===== src/rtl/tug_pkg.sv =====
// Shared types for the tug-of-war playfield: round winner encoding and FSM states.
package tug_pkg;

   typedef enum logic [1:0] {
      WIN_NONE  = 2'd0,
      WIN_LEFT  = 2'd1,
      WIN_RIGHT = 2'd2
   } winner_t;

   typedef enum logic {
      ST_PLAY = 1'b0,
      ST_WON  = 1'b1
   } tug_state_t;

endpackage


===== src/rtl/tug_score_counter.sv =====
// Saturating per-player round counter; holds at all-ones once full.
module tug_score_counter #(
   parameter int SCORE_W = 3
) (
   input  logic               clk,
   input  logic               Reset,
   input  logic               inc,
   output logic [SCORE_W-1:0] count
);

   localparam logic [SCORE_W-1:0] MAX_COUNT = '1;

   logic [SCORE_W-1:0] r_count;

   always_ff @(posedge clk) begin
      if (Reset)
         r_count <= '0;
      else if (inc && (r_count != MAX_COUNT))
         r_count <= r_count + 1'b1;
   end

   assign count = r_count;

endmodule


===== src/rtl/tug_track.sv =====
// Tug-of-war playfield: one lit lamp walked by L/R presses, round FSM and scores.
// Optional auto-restart after HOLD_CYCLES in WON is enabled by defining TUG_AUTO_RESTART_EN.
module tug_track
   import tug_pkg::*;
#(
   parameter int NUM_LIGHTS  = 9,
   parameter int SCORE_W     = 3,
   parameter int HOLD_CYCLES = 50
) (
   input  logic                  clk,
   input  logic                  Reset,
   input  logic                  L,
   input  logic                  R,
   input  logic                  restart,
   output logic [NUM_LIGHTS-1:0] lights,
   output logic [1:0]            winner,
   output logic [SCORE_W-1:0]    left_score,
   output logic [SCORE_W-1:0]    right_score
);

   localparam int POS_W = $clog2(NUM_LIGHTS);
   localparam logic [POS_W-1:0] CENTRE = POS_W'((NUM_LIGHTS - 1) / 2);
   localparam logic [POS_W-1:0] LAST   = POS_W'(NUM_LIGHTS - 1);

   generate
      if ((NUM_LIGHTS < 3) || ((NUM_LIGHTS % 2) == 0) || (HOLD_CYCLES < 1)) begin : g_badParams
         $error("tug_track: NUM_LIGHTS must be odd and >= 3, HOLD_CYCLES >= 1");
      end
   endgenerate

   tug_state_t            r_state;
   tug_state_t            w_stateNext;
   logic [POS_W-1:0]      r_pos;
   logic [POS_W-1:0]      w_posNext;
   winner_t               r_winner;
   winner_t               w_winnerNext;
   logic [NUM_LIGHTS-1:0] r_lights;
   logic [NUM_LIGHTS-1:0] w_lightsNext;
   logic                  w_incLeft;
   logic                  w_incRight;

`ifdef TUG_AUTO_RESTART_EN
   localparam int HOLD_W = $clog2(HOLD_CYCLES + 1);
   localparam logic [HOLD_W-1:0] HOLD_LAST = HOLD_W'(HOLD_CYCLES - 1);

   logic [HOLD_W-1:0] r_hold;
   logic [HOLD_W-1:0] w_holdNext;
`endif

   always_ff @(posedge clk) begin
      if (Reset) begin
         r_state  <= ST_PLAY;
         r_pos    <= CENTRE;
         r_winner <= WIN_NONE;
         r_lights <= NUM_LIGHTS'(1) << CENTRE;
`ifdef TUG_AUTO_RESTART_EN
         r_hold   <= '0;
`endif
      end else begin
         r_state  <= w_stateNext;
         r_pos    <= w_posNext;
         r_winner <= w_winnerNext;
         r_lights <= w_lightsNext;
`ifdef TUG_AUTO_RESTART_EN
         r_hold   <= w_holdNext;
`endif
      end
   end

   // A tie (L and R together) is treated the same as no press at all.
   always_comb begin
      w_stateNext  = r_state;
      w_posNext    = r_pos;
      w_winnerNext = r_winner;
      w_incLeft    = 1'b0;
      w_incRight   = 1'b0;
`ifdef TUG_AUTO_RESTART_EN
      w_holdNext   = '0;
`endif

      case (r_state)
         ST_PLAY: begin
            if (L && !R) begin
               if (r_pos == LAST) begin
                  w_stateNext  = ST_WON;
                  w_winnerNext = WIN_LEFT;
                  w_incLeft    = 1'b1;
               end else begin
                  w_posNext = r_pos + 1'b1;
               end
            end else if (R && !L) begin
               if (r_pos == '0) begin
                  w_stateNext  = ST_WON;
                  w_winnerNext = WIN_RIGHT;
                  w_incRight   = 1'b1;
               end else begin
                  w_posNext = r_pos - 1'b1;
               end
            end
         end

         ST_WON: begin
            if (restart) begin
               w_stateNext  = ST_PLAY;
               w_posNext    = CENTRE;
               w_winnerNext = WIN_NONE;
            end
`ifdef TUG_AUTO_RESTART_EN
            else if (r_hold == HOLD_LAST) begin
               w_stateNext  = ST_PLAY;
               w_posNext    = CENTRE;
               w_winnerNext = WIN_NONE;
            end else begin
               w_holdNext = r_hold + 1'b1;
            end
`endif
         end

         default: begin
            w_stateNext  = ST_PLAY;
            w_posNext    = CENTRE;
            w_winnerNext = WIN_NONE;
         end
      endcase

      w_lightsNext = (w_stateNext == ST_PLAY) ? (NUM_LIGHTS'(1) << w_posNext) : '0;
   end

   tug_score_counter #(
      .SCORE_W (SCORE_W)
   ) u_leftScore (
      .clk   (clk),
      .Reset (Reset),
      .inc   (w_incLeft),
      .count (left_score)
   );

   tug_score_counter #(
      .SCORE_W (SCORE_W)
   ) u_rightScore (
      .clk   (clk),
      .Reset (Reset),
      .inc   (w_incRight),
      .count (right_score)
   );

   assign lights = r_lights;
   assign winner = r_winner;

endmodule


===== config.mk =====
export PLATFORM = sky130hd
export DESIGN_NAME = tug_track
export DESIGN_NICKNAME = d
export VERILOG_FILES = /design/src/rtl/tug_pkg.sv /design/src/rtl/tug_score_counter.sv /design/src/rtl/tug_track.sv
export SDC_FILE = /design/constraint.sdc
export NUM_CORES = 1
export LEC_CHECK = 0
export ABC_AREA = 1
export CAP_MARGIN = 10
export CORE_MARGIN = 5
export CORE_UTILIZATION = 40
export CTS_CLUSTER_DIAMETER = 50
export DETAILED_ROUTE_END_ITERATION = 10
export PLACE_DENSITY = 0.62
export SKIP_CTS_REPAIR_TIMING = 1
export SYNTH_ARGS = -nofsm -noshare
export SYNTH_HDL_FRONTEND = slang
export SYNTH_SLANG_ARGS = --single-unit

===== constraint.sdc =====
create_clock -name clk -period 2.7 [get_ports clk]
set_input_delay 0.54 -clock clk [delete_from_list [all_inputs] [get_ports clk]]
set_output_delay 0.54 -clock clk [all_outputs]
set_load 0.02 [all_outputs]

==> results.cfg <==
[status]
status = finished, final reports clean

[clock_tree]
htree_levels = 1
cts_buffers = 3
clockBufferDepth = 2
cts_tree = yes
clk_latency_ns = 0.30
root_buffer = clkbuf_4
clock-sinks = 22
clkTransAtPathRegs_ns = 0.11

[finish]
syn2layout_area_growth_pct = 23.7
post-route-util_pct = 51.4
regArea_um2 = 440
fillers = 269
final_cell_mix = nand2_1, nor2_1, dfxtp_1
fin_nets = 193
final_layout_size_suffix_gt1_share_pct = 11.2
final_common_cell = nand2_1
diodes = 0
multi_input_area_um2 = 597

[global_routing]
grt_pass1_wl_um = 4460
grt_max_degree = 13
grtUsageTotal_pct = 13.1
grt_pass1_vias = 1086
overflow = 0
antenna_found_initial = 0

[worst_setup_path]
cp_top_family = simple AND/OR/NAND/NOR gates
reg2reg_depth = 11
cp_max_fo = 4
required_ns = 2.95
cp_slowest_cell = clkdlybuf4s50_1
timing.rr.start = r_pos[0]
worst_ep_arrival_time_ns = 2.28
crit_path_start_kind = input port
cp_common_cell = nand2_1
critPathBufInv = 3
ff2ff_setup_slack_ns = 0.95
rr_endpoint = lights[4]
path_class = in -> reg
cp-end-kind = flop
cpPeakStageDelay_ns = 0.48
crit_chain = clkdlybuf4s50_1 -> inv_1 -> ha_1 -> nor2_1 -> nand3_1 -> nand2_1 -> nand2_1 -> nand2_2 -> inv_1 -> nor2_1 -> nand3_1 -> nand2_1

[yosys]
synth_seq_area_share_pct = 38.8
synthMuxAreaShare_pct = 0
synth_top_family_by_area = simple AND/OR/NAND/NOR gates
synthDistinctLibCells = 23
ys_ff_latch = 22
synth_area_um2 = 1140
synth_warnings = 0
yosys.area_share.xor_xnor_pct = 0
synth_compound_area_share_pct = 9.36
synth_nets = 169
syn_inst = 156
synth_fa_ha_area_share_pct = 8.81
syn_avg_cell_area_um2 = 7.28
yosys.area_share.simple_pct = 34.4

[hold_path]
hp-class = reg -> reg
min_path_cells = 1
holdCritStartpoint = winner[1]
hold_end = winner[1]

[power]
powerDensity_nw_per_um2 = 491
p_leak_nw = 0.633
vdd_drop_max_v = 0.000330

[place]
io_buffers = 21
hpwlAfterDp_um = 1930
dp_slack_ns = 0.346
globalplace.congestion = 0.839

[floorplan]
dieHeight_um = 63.3
ios = 22
dieArea_um2 = 4010
core_area_um2 = 2730
start_util_pct = 41.6
die_w_um = 63.3
rows = 19

[timing]
finClkSkew_ns = 0.00220
setup_ws_ns = 0.671
fin_crit_sh_pct = 75.2
tightest_slew_ns = 0.306
slew_violations = 0
finalSetupTns_ns = 0
final_hold_viol_count = 0
timing.slew.headroom_pct = 79.6
finalSetupViolations = 0
period_needed_ns = 2.03
fmax_mhz = 493
rsz0062_at_grt = no

[detailed_routing]
vias_per_cell = 5.00
vias = 1049
drtPass1Iterations = 4
final_antenna_net_count = 0
drt_iter0_drc = 54
routed_wl_um = 2350
drt-wirelength-per-cell_um = 11.2
drc = 0

[flow_run]
cap_violations = 0
[logic make-up (layout without fill, tap and decap cells)]
kind of cell	after synthesis	count (layout)
buffers and inverters	24	47
adder cells (fa/ha/maj)	8	8
flip-flops	22	22
AND/OR/NAND/NOR	85	85
AO/OA/AOI/OAI	17	17
[through the flow]
| step | hold slack, ns | cell area (µm²) | std cells | power [mW] |
|---|---|---|---|---|
| floorplan | 0.540 | 1140 | 156 | 0.472 |
| CTS | 0.496 | 1410 | 210 | 0.697 |
| global placement | 0.464 | 1370 | 206 | 0.518 |
| finish | 0.493 | 1410 | 210 | 0.689 |
| detailed placement | 0.467 | 1370 | 206 | 0.520 |
| global route | 0.513 | 1410 | 210 | 0.738 |
[how the worst max path moves through the flow]
stage | start | end | slack (ns) | cells after the start
floorplan | R | u_leftScore.count[1] | 1.08 | 9
global placement | L | u_leftScore.count[2] | 0.37 | 9
detailed placement | R | lights[4] | 0.35 | 12
CTS | R | lights[4] | 0.67 | 12
global route | L | lights[2] | 0.53 | 13
finish | R | lights[4] | 0.67 | 12
[power breakdown]
group	internal (mW)	leakage (nW)	switching [mW]
registers	0.341	0.179	0.0147
clock network	0.0823	0.0210	0.0955
logic	0.0595	0.433	0.0967
total	0.482	0.633	0.207
[cell usage after synthesis]
master | number | area share [%]
ha_1 | 8 | 8.8
a21oi_1 | 3 | 1.3
nand2_1 | 33 | 11
inv_2 | 4 | 1.3
nand3_4 | 1 | 1.5
nand4_2 | 1 | 1.1
o21ai_0 | 9 | 4.0
dfxtp_1 | 22 | 39
inv_1 | 18 | 5.9
nand3_1 | 10 | 4.4
o211ai_1 | 1 | 0.66
nand3_2 | 2 | 1.8
a21oi_4 | 1 | 1.4
nor3_1 | 1 | 0.44
nand4_1 | 3 | 1.7
nor2_2 | 3 | 1.7
buf_6 | 1 | 0.99
nand2_2 | 3 | 1.7
o21ba_2 | 1 | 0.88
a31oi_1 | 1 | 0.55
nor2_1 | 28 | 9.3
o22ai_1 | 1 | 0.55
buf_2 | 1 | 0.44
[final cells by class]
type	count	share of cell area (%)
multi-input combinational	110	42.5
clock buffer	4	2.58
sequential	22	31.3
timing repair buffer	21	15.0
tap	31	2.76
inverter	22	5.88
[state kept, by name (all words and copies together) (netlist names)]
| signal | cells |
|---|---|
| r_state | 1 |
| r_pos | 4 |
| u_rightScore.count | 3 |
| winner | 2 |
| lights | 9 |
| u_leftScore.count | 3 |
[worst reg2reg max path: stages, from the launching register on]
cell and delay (ns):
dfxtp_1 0.50, inv_1 0.09, ha_1 0.30, nand3_4 0.15, nand3_1 0.11, nand2_1 0.08
nand2_1 0.05, nand2_2 0.11, inv_1 0.07, nor2_1 0.09, nand3_1 0.08, nand2_1 0.07
[metal layers]
| metal | global-route usage, % | share of wire [%] | vias up |
|---|---|---|---|
| met1 | 16.1 | 46 | 471 |
| met5 | 0 | 0 | - |
| li1 | - | - | 542 |
| met3 | 3.73 | 6.0 | 4 |
| met2 | 21.4 | 47 | 32 |
| met4 | 5.19 | 1.3 | 0 |
Power figures use the tool's default switching activity.
